[src/rtl/counter_irq_responder.sv]
// Host-side responder for the counter controller start/irq/ack handshake.
// Issues start, acknowledges irq_start/irq_done with a four-phase level ack,
// captures the final count and reports per-run results. A per-state watchdog
// moves the block to ERR if the partner stops responding.
module counter_irq_responder #(
  parameter int unsigned CNT_W   = 32,
  parameter int unsigned TIMEOUT = 1000,
  parameter int unsigned RUNS_W  = 16
) (
  input  logic              clk,
  input  logic              rst_n,
  input  logic              go,
  input  logic              clear_err,
  input  logic              irq_start,
  input  logic              irq_done,
  input  logic [CNT_W-1:0]  count_in,
  output logic              start,
  output logic              ack,
  output logic              busy,
  output logic [CNT_W-1:0]  result,
  output logic              result_valid,
  output logic              timeout_err,
  output logic [RUNS_W-1:0] runs_done
);

  localparam int unsigned TMO_W = (TIMEOUT > 2) ? $clog2(TIMEOUT) : 1;

  typedef enum logic [2:0] {
    S_IDLE   = 3'd0,
    S_REQ    = 3'd1,
    S_ACK_S  = 3'd2,
    S_WAIT_D = 3'd3,
    S_ACK_D  = 3'd4,
    S_RPT    = 3'd5,
    S_ERR    = 3'd6
  } state_e;

  state_e            state_q, state_d;
  logic [TMO_W-1:0]  tmo_q, tmo_d;
  logic [CNT_W-1:0]  result_q, result_d;
  logic [RUNS_W-1:0] runs_q, runs_d;
  logic              start_q, start_d;
  logic              ack_q, ack_d;
  logic              busy_q, busy_d;
  logic              rv_q, rv_d;
  logic              terr_q, terr_d;
  logic              tmo_limit;
  logic              waiting;

  // Next state, watchdog, capture and Moore outputs decoded from next state
  always_comb begin
    state_d   = state_q;
    tmo_d     = tmo_q;
    result_d  = result_q;
    runs_d    = runs_q;
    tmo_limit = (tmo_q == TMO_W'(TIMEOUT - 1));
    waiting   = 1'b0;

    unique case (state_q)
      S_IDLE: begin
        if (go) state_d = S_REQ;
      end
      S_REQ: begin
        waiting = 1'b1;
        if (irq_start)      state_d = S_ACK_S;
        else if (tmo_limit) state_d = S_ERR;
      end
      S_ACK_S: begin
        waiting = 1'b1;
        if (!irq_start)     state_d = S_WAIT_D;
        else if (tmo_limit) state_d = S_ERR;
      end
      S_WAIT_D: begin
        waiting = 1'b1;
        if (irq_done) begin
          state_d  = S_ACK_D;
          result_d = count_in;
        end else if (tmo_limit) begin
          state_d = S_ERR;
        end
      end
      S_ACK_D: begin
        waiting = 1'b1;
        if (!irq_done) begin
          state_d = S_RPT;
          runs_d  = runs_q + RUNS_W'(1);
        end else if (tmo_limit) begin
          state_d = S_ERR;
        end
      end
      S_RPT: begin
        state_d = S_IDLE;
      end
      S_ERR: begin
        if (clear_err) state_d = S_IDLE;
      end
      default: begin
        state_d = S_IDLE;
      end
    endcase

    // Watchdog restarts on every state change, counts only while waiting
    if (state_d != state_q) tmo_d = '0;
    else if (waiting)       tmo_d = tmo_q + TMO_W'(1);

    start_d = (state_d == S_REQ);
    ack_d   = (state_d == S_ACK_S) || (state_d == S_ACK_D);
    busy_d  = (state_d != S_IDLE) && (state_d != S_ERR);
    rv_d    = (state_d == S_RPT);
    terr_d  = (state_d == S_ERR);
  end

  // State, datapath and output registers with synchronous active-low reset
  always_ff @(posedge clk) begin
    if (!rst_n) begin
      state_q  <= S_IDLE;
      tmo_q    <= '0;
      result_q <= '0;
      runs_q   <= '0;
      start_q  <= 1'b0;
      ack_q    <= 1'b0;
      busy_q   <= 1'b0;
      rv_q     <= 1'b0;
      terr_q   <= 1'b0;
    end else begin
      state_q  <= state_d;
      tmo_q    <= tmo_d;
      result_q <= result_d;
      runs_q   <= runs_d;
      start_q  <= start_d;
      ack_q    <= ack_d;
      busy_q   <= busy_d;
      rv_q     <= rv_d;
      terr_q   <= terr_d;
    end
  end

  assign start        = start_q;
  assign ack          = ack_q;
  assign busy         = busy_q;
  assign result       = result_q;
  assign result_valid = rv_q;
  assign timeout_err  = terr_q;
  assign runs_done    = runs_q;

endmodule

[config.mk]
export PLATFORM = sky130hd
export DESIGN_NAME = counter_irq_responder
export DESIGN_NICKNAME = d
export VERILOG_FILES = /design/src/rtl/counter_irq_responder.sv
export SDC_FILE = /design/constraint.sdc
export NUM_CORES = 1
export LEC_CHECK = 0
export CAP_MARGIN = 10
export CORE_MARGIN = 3
export CORE_UTILIZATION = 40
export CTS_CLUSTER_SIZE = 24
export DETAILED_ROUTE_END_ITERATION = 12
export GPL_TIMING_DRIVEN = 0
export HOLD_SLACK_MARGIN = 0.12
export PLACE_DENSITY = 0.77
export SETUP_SLACK_MARGIN = 0.3
export SYNTH_ARGS = -nofsm -noshare
export SYNTH_HDL_FRONTEND = slang
export SYNTH_SLANG_ARGS = --single-unit
[constraint.sdc]
create_clock -name clk -period 3.8 [get_ports clk]
set_clock_uncertainty 0.1 [all_clocks]
set_input_delay 0.76 -clock clk [delete_from_list [all_inputs] [get_ports clk]]
set_output_delay 0.76 -clock clk [all_outputs]
set_load 0.01 [all_outputs]
==> results.md, run 1 <==
* Yosys reg bits at between 60 and 70
* Crit-path slowest cell: clkdlybuf4s50_1
* Ordered cell list for the critical path: clkdlybuf4s50_1, clkinv_1, a21oi_1, o2111ai_1, nor3_1
* # nets final at 482
* Global Route Usage Sum at 0.177
* Top_reg_cell synth: dfxtp_1
* Critical Path Start Type: input port
* IO Port Bufs at 89
* RSZ-0062 raised after global routing: no
* Pwr dens at 366 nW/um2
* Grt ovf at 0
* Tmin final at between 2 and 2.5 ns
* Most common cell in the synthesized netlist: nand2_1
* Fin util at 0.598
* Total iterations of the first detailed-routing run at 4
* TritonCTS clock tree: built
* Initial antenna violation count at 0
* Die width at roughly 90 um
* Vias in the first global route at 2566
* Main area contributors after synthesis: dfxtp_1 47%, nand2_1 11%, a21oi_1 6.7%
* I/O Pins at 91
* Pin count of the biggest net entering global routing at 12
* Fmax at between 400 and 500 MHz
* Worst path required time at around 3.9 ns
* First-pass GRT wire length at 12100 um
* Pre-CTS setup slack at ~1.1 ns
* Worst-Margin Slew at around 0.92 ns
* Final period util at 0.626
* Clock buffer count from CTS at 9
* WL final at between 6000 and 7000 um
* Clk_lat worst skew at between 0.3 and 0.4 ns
* Resized cells post-CTS at 0
* Detailed-route DRC error count at 0
* Final slew viol count at 0
* CTS sink count at 66
* Max cap viols at 0
* Clock Path Buffers at 2
* Core box area at 6830 um2
* Post-Syn Area at approximately 2800 um2
* Outcome: complete, no violations
* GPL Wtd Cong at 0.811
* Synth async-reset ratio at 0
* CP Class: in -> reg
* DRT antenna net count at 0
* H-tree Lvls at 3
* Vias after detailed routing at about 2600
* Starting Density at 0.415
* Worst min path class: reg -> reg
* Synth warn at 0
* Die H at approximately 90 um
* Crit. End Element: flip-flop
* CP max stage delay at 0.51 ns
* Seq/Total Area, Yosys at 0.466
* Final instance area at approximately 4100 um2
* Post-DP HPWL at about 5100 um
* Post-synth top cells: 85 x nand2_1, 66 x dfxtp_1, 38 x a21oi_1
* Max rail drop VDD at approximately 0.2 mV
* P&R area growth vs syn at 44.2%
* Post-CTS Setup Inserts at 0
* Diodes inserted at 0
* Peak fanout along the critical path at 10
* Layout cells sized above 1 at 0.0628
* Iteration-0 DRC count of the detailed router at roughly 130
* Worst Path Arrival at between 2 and 3 ns
* Syn nets at ~380
* Leakage dissipation at roughly 0.0014 uW
* Post-synth top area share at 0.466
* Rel. slew slack at 0.389
* Yosys cell types at 44
* CTS root buf: clkbuf_8
* DIE AREA at between 8000 and 9000 um2
* Final Worst Setup Slack at around 1.4 ns
* Crit path buf inv count at 2
* Cts hold-fix bufs at 0
* Post-synth EDFFs at 0
* Clk slew on worst S/H paths at 0.07 ns
* Final hold violations at 0
* Detailed-route vias per instance at 4.81
* Post-route setup TNS at 0 ns
* # setup viols final at 0
* CP top delay family: buffers and inverters
* WL/cell at roughly 13 um
* Placement Cell Area at just under 4000 um2
* Hold slack at roughly 0.36 ns
* Area leader, netlist: dfxtp_1
* Mapped Cells at around 340
* Post-Syn Area per Cell at a little over 8 um2
* Cell row count at 30
[cells in the final DEF, fill, tap and decap left out, drive strengths merged, types with 4 or more instances in the layout]
master / count
nor2: 19
or3: 7
xnor2: 16
clkdlybuf4s50: 89
o21ai: 6
xor2: 5
mux2i: 5
nor3b: 5
buf: 4
nand2: 85
dfxtp: 66
inv: 7
nor3: 20
nand4: 6
clkbuf: 26
a21oi: 39
nand3: 6
[flip-flops by register name, summed over array words and instances (netlist names)]
name / count
ack: 1
busy: 1
result: 32
result_valid: 1
runs_done: 16
start: 1
state_q: 3
timeout_err: 1
tmo_q: 10
[power by group]
group	internal [uW]	switching, uW
Sequential	696	2.31
Combinational	53.6	46.1
Clock	449	248
[worst register-to-register path, delay by kind of cell (launching register included)]
family                   cells  cell delay, ns
flip-flops                   1            0.34
adder cells (fa/ha/maj)      1            0.25
AO/OA/AOI/OAI                2            0.87
AND/OR/NAND/NOR              3            0.57
[per-stage QoR]
| stage | instances | total power, uW |
|---|---|---|
| after detailed placement | 527 | 813 |
| after global routing | 542 | 1560 |
| after CTS | 542 | 1520 |
| final | 542 | 1490 |
| after floorplan | 342 | 757 |
| after global placement | 527 | 812 |
[kinds of logic after synthesis]
group | after synthesis | synth area share
buffers and inverters | 28 | 0.0433
AOI/OAI and AO/OA | 56 | 0.111
and+or+nand+nor | 164 | 0.288
xor gates and xnor gates | 21 | 0.0649
DFF | 66 | 0.466
muxes | 5 | 0.0177
adders and majority gates | 2 | 0.00883
[worst paths after layout]
path	from	end	slack, ns	cells past startpoint
setup reg to reg	tmo_q[0]	tmo_q[2]	1.53	6
hold reg to reg	result[18]	result[18]	0.36	2
hold / removal	result[18]	result[18]	0.36	2
setup / recovery	rst_n	tmo_q[2]	1.42	5
[area by class of cell]
class	count	area (um2)
Fill cell	647	2750
Multi-Input combinational cell	248	1390
Sequential cell	66	1320
Timing Repair Buffer	89	891
Clock buffer	10	138
Tap cell	96	120
Clock inverter	5	103
Buffer	20	92.6
Inverter	8	30.0
[per-layer routing]
metal | GRT usage | wire (um)
met1 | 0.233 | 3130
met2 | 0.279 | 3210
met3 | 0.0519 | 446
met4 | 0.0587 | 61
met5 | 0 | 0
Note: power is estimated with default switching activity, not from simulation.
==> run 2, diff against run 1 <==
PLACE_DENSITY = 0.8   (was 0.77)
clock period = 1.9 ns   (was 3.8 ns; I/O delays follow)
==> results.md, run 2 (synthesized netlist as in run 1, its figures left out) <==
* Worst min path class: reg -> reg
* Ordered cell list for the critical path: buf_6, and4b_1, buf_6, a21oi_4, o31a_1, nand3_2, a2111oi_4
* # setup viols final at 0
* Most used cell, CP: buf_6
* Core box area at 6830 um2
* Post-route setup TNS at 0 ns
* DIE AREA at 8130 um2
* Total iterations of the first detailed-routing run at 4
* Power, Total at ~3100 uW
* CTS sink count at 66
* WL/cell at 15.4 um
* CP Class: reg -> reg
* Final hold violations at 0
* Outcome: complete, no violations
* # nets final at 506
* P&R area growth vs syn at 65.2%
* Die H at around 90 um
* CTS root buf: clkbuf_8
* Final period util at 0.966
* Starting Density at 0.415
* Pwr dens at between 600 and 700 nW/um2
* Detailed-route vias per instance at approximately 5
* Post-Layout Cell Count at roughly 570
* Grt ovf at 0
* Clk_lat worst skew at ~0.34 ns
* First-pass GRT wire length at 13600 um
* Detailed-route DRC error count at 0
* TritonCTS clock tree: built
* Max reg flops at 32
* Global Route Usage Sum at 0.204
* Clock Path Buffers at 2
* Vias in the first global route at 2818
* H-tree Lvls at 3
* Cts hold-fix bufs at 0
* CP max stage delay at about 0.32 ns
* I/O Pins at 91
* Fmax at approximately 550 MHz
* GPL Wtd Cong at slightly above 0.8
* Die width at between 90 and 100 um
* Post-DP HPWL at roughly 5300 um
* IO Port Bufs at slightly below 90
* Most common cell after layout, fill and taps aside: nand2_1
* Initial antenna violation count at 0
* Iteration-0 DRC count of the detailed router at 132
* Leakage dissipation at approximately 0.0019 uW
* Placed insts at ~530
* Fin util at 0.685
* RSZ-0062 raised after global routing: yes
* Peak fanout along the critical path at 6
* Worst Path Arrival at between 1.5 and 2 ns
* Pin count of the biggest net entering global routing at 13
* Layout cells sized above 1 at 0.259
* WL final at 8720 um
* Rel. slew slack at 0.672
* Max rail drop VDD at between 0.4 and 0.5 mV
* Most frequent cells in the layout: 84 x nand2_1, 54 x dfxtp_1, 54 x dlygate4sd2_1
* Crit. End Element: flip-flop
* Worst-Margin Slew at between 0.4 and 0.5 ns
* Worst path required time at 2.04 ns
* Crit-path slowest cell: dfxtp_2
* Cell row count at 30
* Final slew viol count at 0
* Vias after detailed routing at just under 3000
* Tmin final at about 1.8 ns
* Diodes inserted at 0
* Clk slew on worst S/H paths at about 0.070 ns
* Clock buffer count from CTS at 9
* Critical Path Start Type: flip-flop
* DRT antenna net count at 0
* Max cap viols at 0
[run 2: cell types whose count changed in the layout (fill, tap and decap cells not counted), sizes merged, moves of 2 or more]
cell           delta
buf              +24
clkdlybuf4s50    -55
clkbuf            -2
dlygate4sd2      +54
[run 2: what timing repair did]
action | in CTS | in global routing
resized for setup | 116 | 39
setup endpoints to repair | 105 | 64
setup buffers | 14 | 8
pin swaps | 30 | 20
gates cloned | 2 | 0
[run 2: worst paths after layout]
path	start	end	depth (start not counted)	slack [ns]
worst min-delay path	result[6]	result[6]	2	0.35
worst min register to register	result[6]	result[6]	2	0.35
worst max-delay path	state_q[1]	ack	7	0.07
worst max register to register	state_q[1]	ack	7	0.07
[run 2: metrics by stage]
stage | hold slack (ns) | area, um2 | setup slack [ns]
finish | 0.351 | 4680 | 0.0652
global route | 0.373 | 4680 | 0.00763
CTS | 0.354 | 4430 | 0.112
detailed placement | 0.346 | 3920 | -0.324
global placement | 0.342 | 3920 | -0.291
floorplan | 0.381 | 2910 | 0.0595
[run 2: critical path: cells and delay by family (launching register included)]
kind / cells / cell delay [ns]
compound gates: 3 / 0.70
buf+inv: 2 / 0.26
flops: 1 / 0.32
simple gates: 2 / 0.36
[run 2: final cells by class]
type	instances	area, um2
clock buffer	10	128
multi-input combinational	250	1770
tap	96	120
clock inverter	6	115
timing repair buffer	111	1010
fill	552	2150
buffer	20	160
inverter	8	31.3
sequential	66	1340
[run 2: routing by layer]
metal,share of wire,global-route usage,vias to the layer above
met5,0,0,-
li1,-,-,1399
met2,0.50,0.345,124
met1,0.41,0.242,1351
met3,0.062,0.0494,26
met4,0.035,0.101,0
[run 2: where the power goes]
| part | switching (uW) | leakage (uW) | internal [uW] |
|---|---|---|---|
| clock network | 544 | 0.000117 | 876 |
| registers | 3.98 | 0.000539 | 1390 |
| logic | 153 | 0.00122 | 160 |
